`src/rtl/beam_scan_pkg.sv`:
```
// Shared types and constants for the beam scan controller and its energy accumulator.
package beam_scan_pkg;

   typedef enum logic [2:0] {
      IDLE,
      APPLY,
      SETTLE,
      DWELL,
      COMPARE,
      NEXT,
      DONE
   } state_t;

   localparam int EN_HOLD_CYCLES = 4;
   localparam int ANGLE_W        = 5;

   function automatic int max_int(input int a, input int b);
      return (a > b) ? a : b;
   endfunction

endpackage

```
`src/rtl/beam_energy_acc.sv`:
```
// Per-direction energy accumulator: deviation from midscale, saturating sum.
// Define BEAM_SCAN_SQUARE_EN to accumulate squared deviation instead of absolute deviation.
module beam_energy_acc
   import beam_scan_pkg::*;
#(
   parameter int BIT_WIDTH = 8,
   parameter int ACC_W     = 32
) (
   input  logic                 clk,
   input  logic                 rst_n,
   input  logic                 clear,
   input  logic                 add_en,
   input  logic [BIT_WIDTH-1:0] sample,
   output logic [ACC_W-1:0]     acc
);

`ifdef BEAM_SCAN_SQUARE_EN
   localparam int DEV_W = 2 * BIT_WIDTH;
`else
   localparam int DEV_W = BIT_WIDTH;
`endif
   // One spare bit above the wider operand so the overflow is visible before clamping.
   localparam int SUM_W = max_int(ACC_W, DEV_W) + 1;

   localparam logic [BIT_WIDTH-1:0] MID     = {1'b1, {(BIT_WIDTH-1){1'b0}}};
   localparam logic [SUM_W-1:0]     ACC_MAX = SUM_W'({ACC_W{1'b1}});

   logic [BIT_WIDTH-1:0] w_abs;
   logic [DEV_W-1:0]     w_dev;
   logic [SUM_W-1:0]     w_sum;
   logic [ACC_W-1:0]     r_acc;

   assign w_abs = (sample >= MID) ? (sample - MID) : (MID - sample);

`ifdef BEAM_SCAN_SQUARE_EN
   assign w_dev = DEV_W'(w_abs) * DEV_W'(w_abs);
`else
   assign w_dev = w_abs;
`endif

   assign w_sum = SUM_W'(r_acc) + SUM_W'(w_dev);

   // NOTE: sequential state uses non-blocking assignments so every flop sees pre-edge values.
   always_ff @(posedge clk or negedge rst_n) begin
      if (!rst_n) begin
         r_acc <= '0;
      end else if (clear) begin
         r_acc <= '0;
      end else if (add_en) begin
         r_acc <= (w_sum > ACC_MAX) ? '1 : w_sum[ACC_W-1:0];
      end
   end

   assign acc = r_acc;

endmodule

```
`src/rtl/beam_scan_controller.sv`:
```
// Raster-sweeps beamformer steering, measures energy per direction, reports the strongest.
// Optional BEAM_SCAN_SQUARE_EN selects squared-deviation energy in beam_energy_acc.
module beam_scan_controller
   import beam_scan_pkg::*;
#(
   parameter int BIT_WIDTH     = 8,
   parameter int ANGLE_MIN     = -4,
   parameter int ANGLE_MAX     = 4,
   parameter int SETTLE_CYCLES = 300,
   parameter int DWELL_SAMPLES = 256,
   parameter int ACC_W         = 32
) (
   input  logic                 clk,
   input  logic                 rst_n,
   input  logic                 start,
   input  logic                 abort,
   input  logic [BIT_WIDTH-1:0] beam_data_in,
   input  logic                 sample_valid,
   output logic                 steering_angle_en,
   output logic [ANGLE_W-1:0]   steering_angle_hori,
   output logic [ANGLE_W-1:0]   steering_angle_vert,
   output logic                 busy,
   output logic                 done,
   output logic [ANGLE_W-1:0]   best_hori,
   output logic [ANGLE_W-1:0]   best_vert,
   output logic [ACC_W-1:0]     best_energy
);

   localparam int CNT_W = $clog2(max_int(max_int(SETTLE_CYCLES, DWELL_SAMPLES), EN_HOLD_CYCLES)) + 1;

   localparam logic signed [ANGLE_W-1:0] A_MIN = ANGLE_W'(ANGLE_MIN);
   localparam logic signed [ANGLE_W-1:0] A_MAX = ANGLE_W'(ANGLE_MAX);
   localparam logic signed [ANGLE_W-1:0] A_ONE = ANGLE_W'(1);

   state_t                     r_state;
   logic [CNT_W-1:0]           r_cnt;
   logic                       r_en, r_busy, r_done;
   logic signed [ANGLE_W-1:0]  r_hori, r_vert;
   logic                       r_run_valid;
   logic [ACC_W-1:0]           r_run_energy;
   logic [ANGLE_W-1:0]         r_run_hori, r_run_vert;
   logic [ANGLE_W-1:0]         r_best_hori, r_best_vert;
   logic [ACC_W-1:0]           r_best_energy;
   logic [ACC_W-1:0]           w_acc;
   logic                       w_clear, w_add;

   assign w_clear = (r_state == SETTLE);
   assign w_add   = (r_state == DWELL) && sample_valid;

   beam_energy_acc #(
      .BIT_WIDTH (BIT_WIDTH),
      .ACC_W     (ACC_W)
   ) u_acc (
      .clk    (clk),
      .rst_n  (rst_n),
      .clear  (w_clear),
      .add_en (w_add),
      .sample (beam_data_in),
      .acc    (w_acc)
   );

   always_ff @(posedge clk or negedge rst_n) begin
      if (!rst_n) begin
         r_state       <= IDLE;
         r_cnt         <= '0;
         r_en          <= 1'b0;
         r_busy        <= 1'b0;
         r_done        <= 1'b0;
         r_hori        <= '0;
         r_vert        <= '0;
         r_run_valid   <= 1'b0;
         r_run_energy  <= '0;
         r_run_hori    <= '0;
         r_run_vert    <= '0;
         r_best_hori   <= '0;
         r_best_vert   <= '0;
         r_best_energy <= '0;
      end else if (abort) begin
         r_state <= IDLE;
         r_cnt   <= '0;
         r_en    <= 1'b0;
         r_busy  <= 1'b0;
         r_done  <= 1'b0;
      end else begin
         r_done <= 1'b0;
         case (r_state)
            IDLE: begin
               if (start) begin
                  r_state     <= APPLY;
                  r_cnt       <= '0;
                  r_en        <= 1'b1;
                  r_busy      <= 1'b1;
                  r_hori      <= A_MIN;
                  r_vert      <= A_MIN;
                  r_run_valid <= 1'b0;
               end
            end
            APPLY: begin
               if (r_cnt == CNT_W'(EN_HOLD_CYCLES - 1)) begin
                  r_state <= SETTLE;
                  r_cnt   <= '0;
                  r_en    <= 1'b0;
               end else begin
                  r_cnt <= r_cnt + CNT_W'(1);
               end
            end
            SETTLE: begin
               if (r_cnt == CNT_W'(SETTLE_CYCLES - 1)) begin
                  r_state <= DWELL;
                  r_cnt   <= '0;
               end else begin
                  r_cnt <= r_cnt + CNT_W'(1);
               end
            end
            DWELL: begin
               if (sample_valid) begin
                  if (r_cnt == CNT_W'(DWELL_SAMPLES - 1)) begin
                     r_state <= COMPARE;
                     r_cnt   <= '0;
                  end else begin
                     r_cnt <= r_cnt + CNT_W'(1);
                  end
               end
            end
            COMPARE: begin
               // Strict comparison: on a tie the earlier direction in the raster wins.
               if (!r_run_valid || (w_acc > r_run_energy)) begin
                  r_run_valid  <= 1'b1;
                  r_run_energy <= w_acc;
                  r_run_hori   <= r_hori;
                  r_run_vert   <= r_vert;
               end
               r_state <= NEXT;
            end
            NEXT: begin
               if (r_hori == A_MAX) begin
                  r_hori <= A_MIN;
                  if (r_vert == A_MAX) begin
                     r_state       <= DONE;
                     r_done        <= 1'b1;
                     r_best_hori   <= r_run_hori;
                     r_best_vert   <= r_run_vert;
                     r_best_energy <= r_run_energy;
                  end else begin
                     r_vert  <= r_vert + A_ONE;
                     r_state <= APPLY;
                     r_en    <= 1'b1;
                  end
               end else begin
                  r_hori  <= r_hori + A_ONE;
                  r_state <= APPLY;
                  r_en    <= 1'b1;
               end
            end
            DONE: begin
               r_state <= IDLE;
               r_busy  <= 1'b0;
            end
            default: begin
               r_state <= IDLE;
               r_en    <= 1'b0;
               r_busy  <= 1'b0;
            end
         endcase
      end
   end

   assign steering_angle_en   = r_en;
   assign steering_angle_hori = r_hori;
   assign steering_angle_vert = r_vert;
   assign busy                = r_busy;
   assign done                = r_done;
   assign best_hori           = r_best_hori;
   assign best_vert           = r_best_vert;
   assign best_energy         = r_best_energy;

endmodule

```
`config.mk`:
```
export PLATFORM = sky130hd
export DESIGN_NAME = beam_scan_controller
export DESIGN_NICKNAME = d
export VERILOG_FILES = /design/src/rtl/beam_scan_pkg.sv /design/src/rtl/beam_energy_acc.sv /design/src/rtl/beam_scan_controller.sv
export SDC_FILE = /design/constraint.sdc
export NUM_CORES = 1
export LEC_CHECK = 0
export CELL_PAD_IN_SITES_DETAIL_PLACEMENT = 1
export CELL_PAD_IN_SITES_GLOBAL_PLACEMENT = 1
export CORE_UTILIZATION = 46
export CTS_CLUSTER_SIZE = 12
export DETAILED_ROUTE_END_ITERATION = 6
export HOLD_SLACK_MARGIN = 0.03
export PLACE_DENSITY_LB_ADDON = 0.1
export SLEW_MARGIN = 20
export SYNTH_ARGS = -nofsm -noshare
export SYNTH_HDL_FRONTEND = slang
export SYNTH_SLANG_ARGS = --single-unit
```
`constraint.sdc`:
```
create_clock -name clk -period 3.14 [get_ports clk]
set_clock_uncertainty 0.2 [all_clocks]
set_input_delay 0.785 -clock clk [delete_from_list [all_inputs] [get_ports clk]]
set_output_delay 0.785 -clock clk [all_outputs]
set_load 0.1 [all_outputs]
```
==> flow_results.xml <==
<?xml version="1.0" encoding="UTF-8"?>
<metrics>
  <group name="detailed_routing">
    <metric name="dr.first_iter.drc_count" unit="">611</metric>
    <metric name="number_of_remaining_drc_errors" unit="">0</metric>
    <metric name="highest_layer" unit="">met4</metric>
    <metric name="route.met2.wl" unit="µm">13800</metric>
    <metric name="postRouteWirelength" unit="µm">28000</metric>
    <metric name="route.detailed.wl_per_inst" unit="µm">20.5</metric>
    <metric name="viasPerCell" unit="">6.23</metric>
    <metric name="detailroute.wirelength.met3" unit="µm">918</metric>
    <metric name="detail_route.first_pass.iterations" unit="">5</metric>
    <metric name="route.layer.met1.wl" unit="µm">12800</metric>
    <metric name="detail_route_antenna_nets" unit="">0</metric>
    <metric name="num_vias" unit="">8493</metric>
  </group>
  <group name="synthesis">
    <metric name="yosys.area.top_type" unit="">sky130_fd_sc_hd__dfrtp_1</metric>
    <metric name="synth_area_per_cell" unit="µm²">9.24</metric>
    <metric name="async_reset_ff_share" unit="%">100</metric>
    <metric name="seq_area_frac_synth" unit="%">39.5</metric>
    <metric name="synth_top_cells_by_area" unit="">sky130_fd_sc_hd__dfrtp_1 39%, sky130_fd_sc_hd__ha_1 6.5%, sky130_fd_sc_hd__mux2_2 5.3%</metric>
    <metric name="yosys_warnings" unit="">0</metric>
    <metric name="synth_edf_count" unit="">0</metric>
    <metric name="post_synth_inst_count" unit="">981</metric>
    <metric name="synth_top_cell_area_share" unit="%">39.5</metric>
    <metric name="synth.lib_cells_used.distinct" unit="">67</metric>
    <metric name="ys_ff_latch" unit="">143</metric>
    <metric name="dominantRegCellSynth" unit="">sky130_fd_sc_hd__dfrtp_1</metric>
    <metric name="syn_nets" unit="">1042</metric>
    <metric name="syn_area" unit="mm²">0.00906</metric>
  </group>
  <group name="clocking">
    <metric name="htree_num_levels" unit="">4</metric>
    <metric name="cts_num_sinks" unit="">143</metric>
    <metric name="clkTransAtPathRegs" unit="ns">0.06</metric>
    <metric name="clk_path_buf_depth" unit="">2</metric>
    <metric name="cts_tree" unit="">built</metric>
    <metric name="clock-root-buffer" unit="">sky130_fd_sc_hd__clkbuf_16</metric>
    <metric name="cts_hold_buffers" unit="">0</metric>
    <metric name="clock_latency" unit="ns">0.43</metric>
    <metric name="cts_inserted_buffers" unit="">17</metric>
  </group>
  <group name="worst_setup_path">
    <metric name="startpoint_type" unit="">primary input</metric>
    <metric name="cp-end-kind" unit="">flip-flop</metric>
    <metric name="worst_ep_arrival_time" unit="ns">3.26</metric>
    <metric name="crit_fanout" unit="">7</metric>
    <metric name="r2r_slack" unit="ns">0.23</metric>
    <metric name="worst_ep_required_time" unit="ns">3.29</metric>
    <metric name="setup.worst_path.class" unit="">primary input to flip-flop</metric>
  </group>
  <group name="timing">
    <metric name="max_slew.worst_pin.slew" unit="ns">0.721</metric>
    <metric name="final_min_period_over_clock_period" unit="%">99.0</metric>
    <metric name="setup_repair_after_global_routing_missed_its_margin" unit="">yes</metric>
    <metric name="timing_max_transition_violations_final" unit="">0</metric>
    <metric name="timing.max_slew.rel_slack" unit="%">51.6</metric>
    <metric name="layout_setup_ws" unit="ns">0.0300</metric>
    <metric name="hold_viol_final" unit="">0</metric>
    <metric name="period_minus_slack" unit="ns">3.11</metric>
    <metric name="finalSetupViolCount" unit="">0</metric>
    <metric name="timing.fmax" unit="MHz">322</metric>
  </group>
  <group name="placement">
    <metric name="detailed_place_hpwl" unit="µm">19100</metric>
    <metric name="gp_congestion" unit="">0.908</metric>
    <metric name="preCtsSetupSlack" unit="ns">-0.759</metric>
    <metric name="buffer_ports.inserted" unit="">67</metric>
  </group>
  <group name="floorplanning">
    <metric name="io-pin-count" unit="">68</metric>
    <metric name="initial_core_util" unit="%">47.7</metric>
    <metric name="design.core.area" unit="mm²">0.0190</metric>
    <metric name="design.die.area" unit="mm²">0.0203</metric>
    <metric name="std_cell_rows" unit="">50</metric>
    <metric name="die_width" unit="µm">142</metric>
    <metric name="floorplan.die.height" unit="µm">142</metric>
  </group>
  <group name="power">
    <metric name="switching_share" unit="%">27.2</metric>
    <metric name="power-per-cell-area" unit="mW/mm²">401</metric>
    <metric name="irDropWorstVdd" unit="mV">0.372</metric>
    <metric name="internal_power" unit="mW">3.29</metric>
    <metric name="p_leak" unit="nW">5.40</metric>
    <metric name="p_sw" unit="mW">1.23</metric>
    <metric name="seq_power_share" unit="%">42.3</metric>
    <metric name="combinationalPowerShare" unit="%">11.7</metric>
    <metric name="clock_power_share" unit="%">45.9</metric>
    <metric name="power" unit="mW">4.52</metric>
  </group>
  <group name="global_routing">
    <metric name="grt_start_max_net_pins" unit="">68</metric>
    <metric name="first_global_vias" unit="">8806</metric>
    <metric name="grt_antenna_before_repair" unit="">0</metric>
    <metric name="gr-usage-all-layers" unit="%">29.1</metric>
    <metric name="wire_length_of_the_first_global_routing_pass" unit="µm">46600</metric>
    <metric name="grt.overflow.total" unit="">0</metric>
  </group>
  <group name="flow_run">
    <metric name="maxCapViolations" unit="">0</metric>
  </group>
  <group name="final_layout">
    <metric name="antennaDiodeCount" unit="">0</metric>
    <metric name="mostFrequentLayoutCells" unit="">143 x sky130_fd_sc_hd__dfrtp_1, 143 x sky130_fd_sc_hd__buf_4, 75 x sky130_fd_sc_hd__nand2_1, 61 x sky130_fd_sc_hd__nand3_1, 50 x sky130_fd_sc_hd__inv_1</metric>
    <metric name="nets" unit="">1152</metric>
    <metric name="final_util" unit="%">59.2</metric>
    <metric name="drive_gt1_share" unit="%">26.0</metric>
    <metric name="areaGrowthSynthToFinish" unit="%">24.3</metric>
  </group>
  <group name="run_status">
    <metric name="run_status" unit="">completed</metric>
  </group>
  <group name="worst_hold_path">
    <metric name="holdCritPathClass" unit="">primary input to asynchronous set/reset pin</metric>
  </group>
</metrics>
[power by group through the flow]
stage                     combinational (mW)  clock [mW]  sequential, mW
after floorplan                        0.223           0            1.99
after global placement                 0.469           0            1.94
after detailed placement               0.478           0            1.95
after CTS                              0.506        2.10            1.91
after global routing                   0.579        2.18            1.92
final                                  0.531        2.08            1.91
[stage by stage]
stage               instance area (µm²)  cells  hold slack, ns  TNS (ns)
floorplan                          9140    981           0.268         0
global placement                  10500   1327           0.283    -19.62
detailed placement                10500   1327           0.297    -21.21
CTS                               11200   1364           0.136         0
global route                      11300   1364           0.148    -0.463
finish                            11300   1364           0.104         0
[state kept, by name, summed over array words and instances, names as in the netlist, 10 cells and up]
register	flops
r_run_energy	32
best_energy	32
r_cnt	10
u_acc.acc	32
[cell type report]
class                   count  area, µm²
flip-flops and latches    143       3580
well taps                 260        325
fillers                  2152       7750
clock buffers              20        457
clock inverters            12        133
repair buffers            164       1330
multi-input cells         710       5230
inverters                  55        206
[worst max-delay path: stages]
cell                      delay, ns
sky130_fd_sc_hd__buf_2         0.13
sky130_fd_sc_hd__inv_2         0.04
sky130_fd_sc_hd__ha_2          0.21
sky130_fd_sc_hd__a31oi_2       0.20
sky130_fd_sc_hd__xor2_1        0.20
sky130_fd_sc_hd__ha_1          0.31
sky130_fd_sc_hd__a21o_1        0.20
sky130_fd_sc_hd__a21oi_2       0.14
sky130_fd_sc_hd__o31a_1        0.35
sky130_fd_sc_hd__a21oi_4       0.13
sky130_fd_sc_hd__buf_4         0.19
sky130_fd_sc_hd__o211a_1       0.22
sky130_fd_sc_hd__o21ai_2       0.14
[final timing paths]
path / endpoint / from / cells past startpoint
worst max-delay path: u_acc.acc[15] / beam_data_in[1] / 13
worst min-delay path: best_energy[26] / rst_n / 1
worst max register to register: r_run_energy[31] / r_run_energy[29] / 8
worst min register to register: r_cnt[1] / r_cnt[1] / 2
max in group asynchronous: u_acc.acc[12] / rst_n / 2
min in group clk: r_cnt[1] / r_cnt[1] / 2
[cells in the mapped netlist, drive strengths merged, types with 4 or more instances]
library cell and instances:
nor2 29, a211oi 4, o311ai 5, inv 55, nand2b 6, a32oi 43
and2 6, a22o 7, and3 48, a21oi 40, nor2b 6, a41oi 4
clkbuf 59, nand3 62, nand2 77, a22oi 44, xnor2 6, nor4 9
buf 14, dfrtp 143, o211ai 4, ha 47, mux2 43, a31oi 7
xor2 11, a221o 5, nand4 19, nor3 24, or4 36, o21ai 46
or3 16, a21o 14
[routing by layer]
metal,global-route usage (%),up-vias
met5,0,-
met4,9.11,0
met3,3.80,41
met2,49.1,190
met1,38.5,4305
li1,-,3957
[cell families (layout without fill, tap and decap cells)]
family | count (synthesis) | after routing | share of synthesized area, %
AOI/OAI and AO/OA | 251 | 251 | 19.8
buffers and inverters | 128 | 251 | 5.67
DFF | 143 | 143 | 39.5
adders and majority gates | 48 | 48 | 6.71
and+or+nand+nor | 351 | 351 | 21.4
muxes | 43 | 43 | 5.34
xor gates and xnor gates | 17 | 17 | 1.64
[repair_timing]
action / in CTS / in global routing
pin swaps: 14 / 20
endpoints found under the setup margin: 32 / 32
buffers inserted: 5 / 0
resized for setup: 34 / 26
Note: power is estimated with default switching activity, not from simulation.
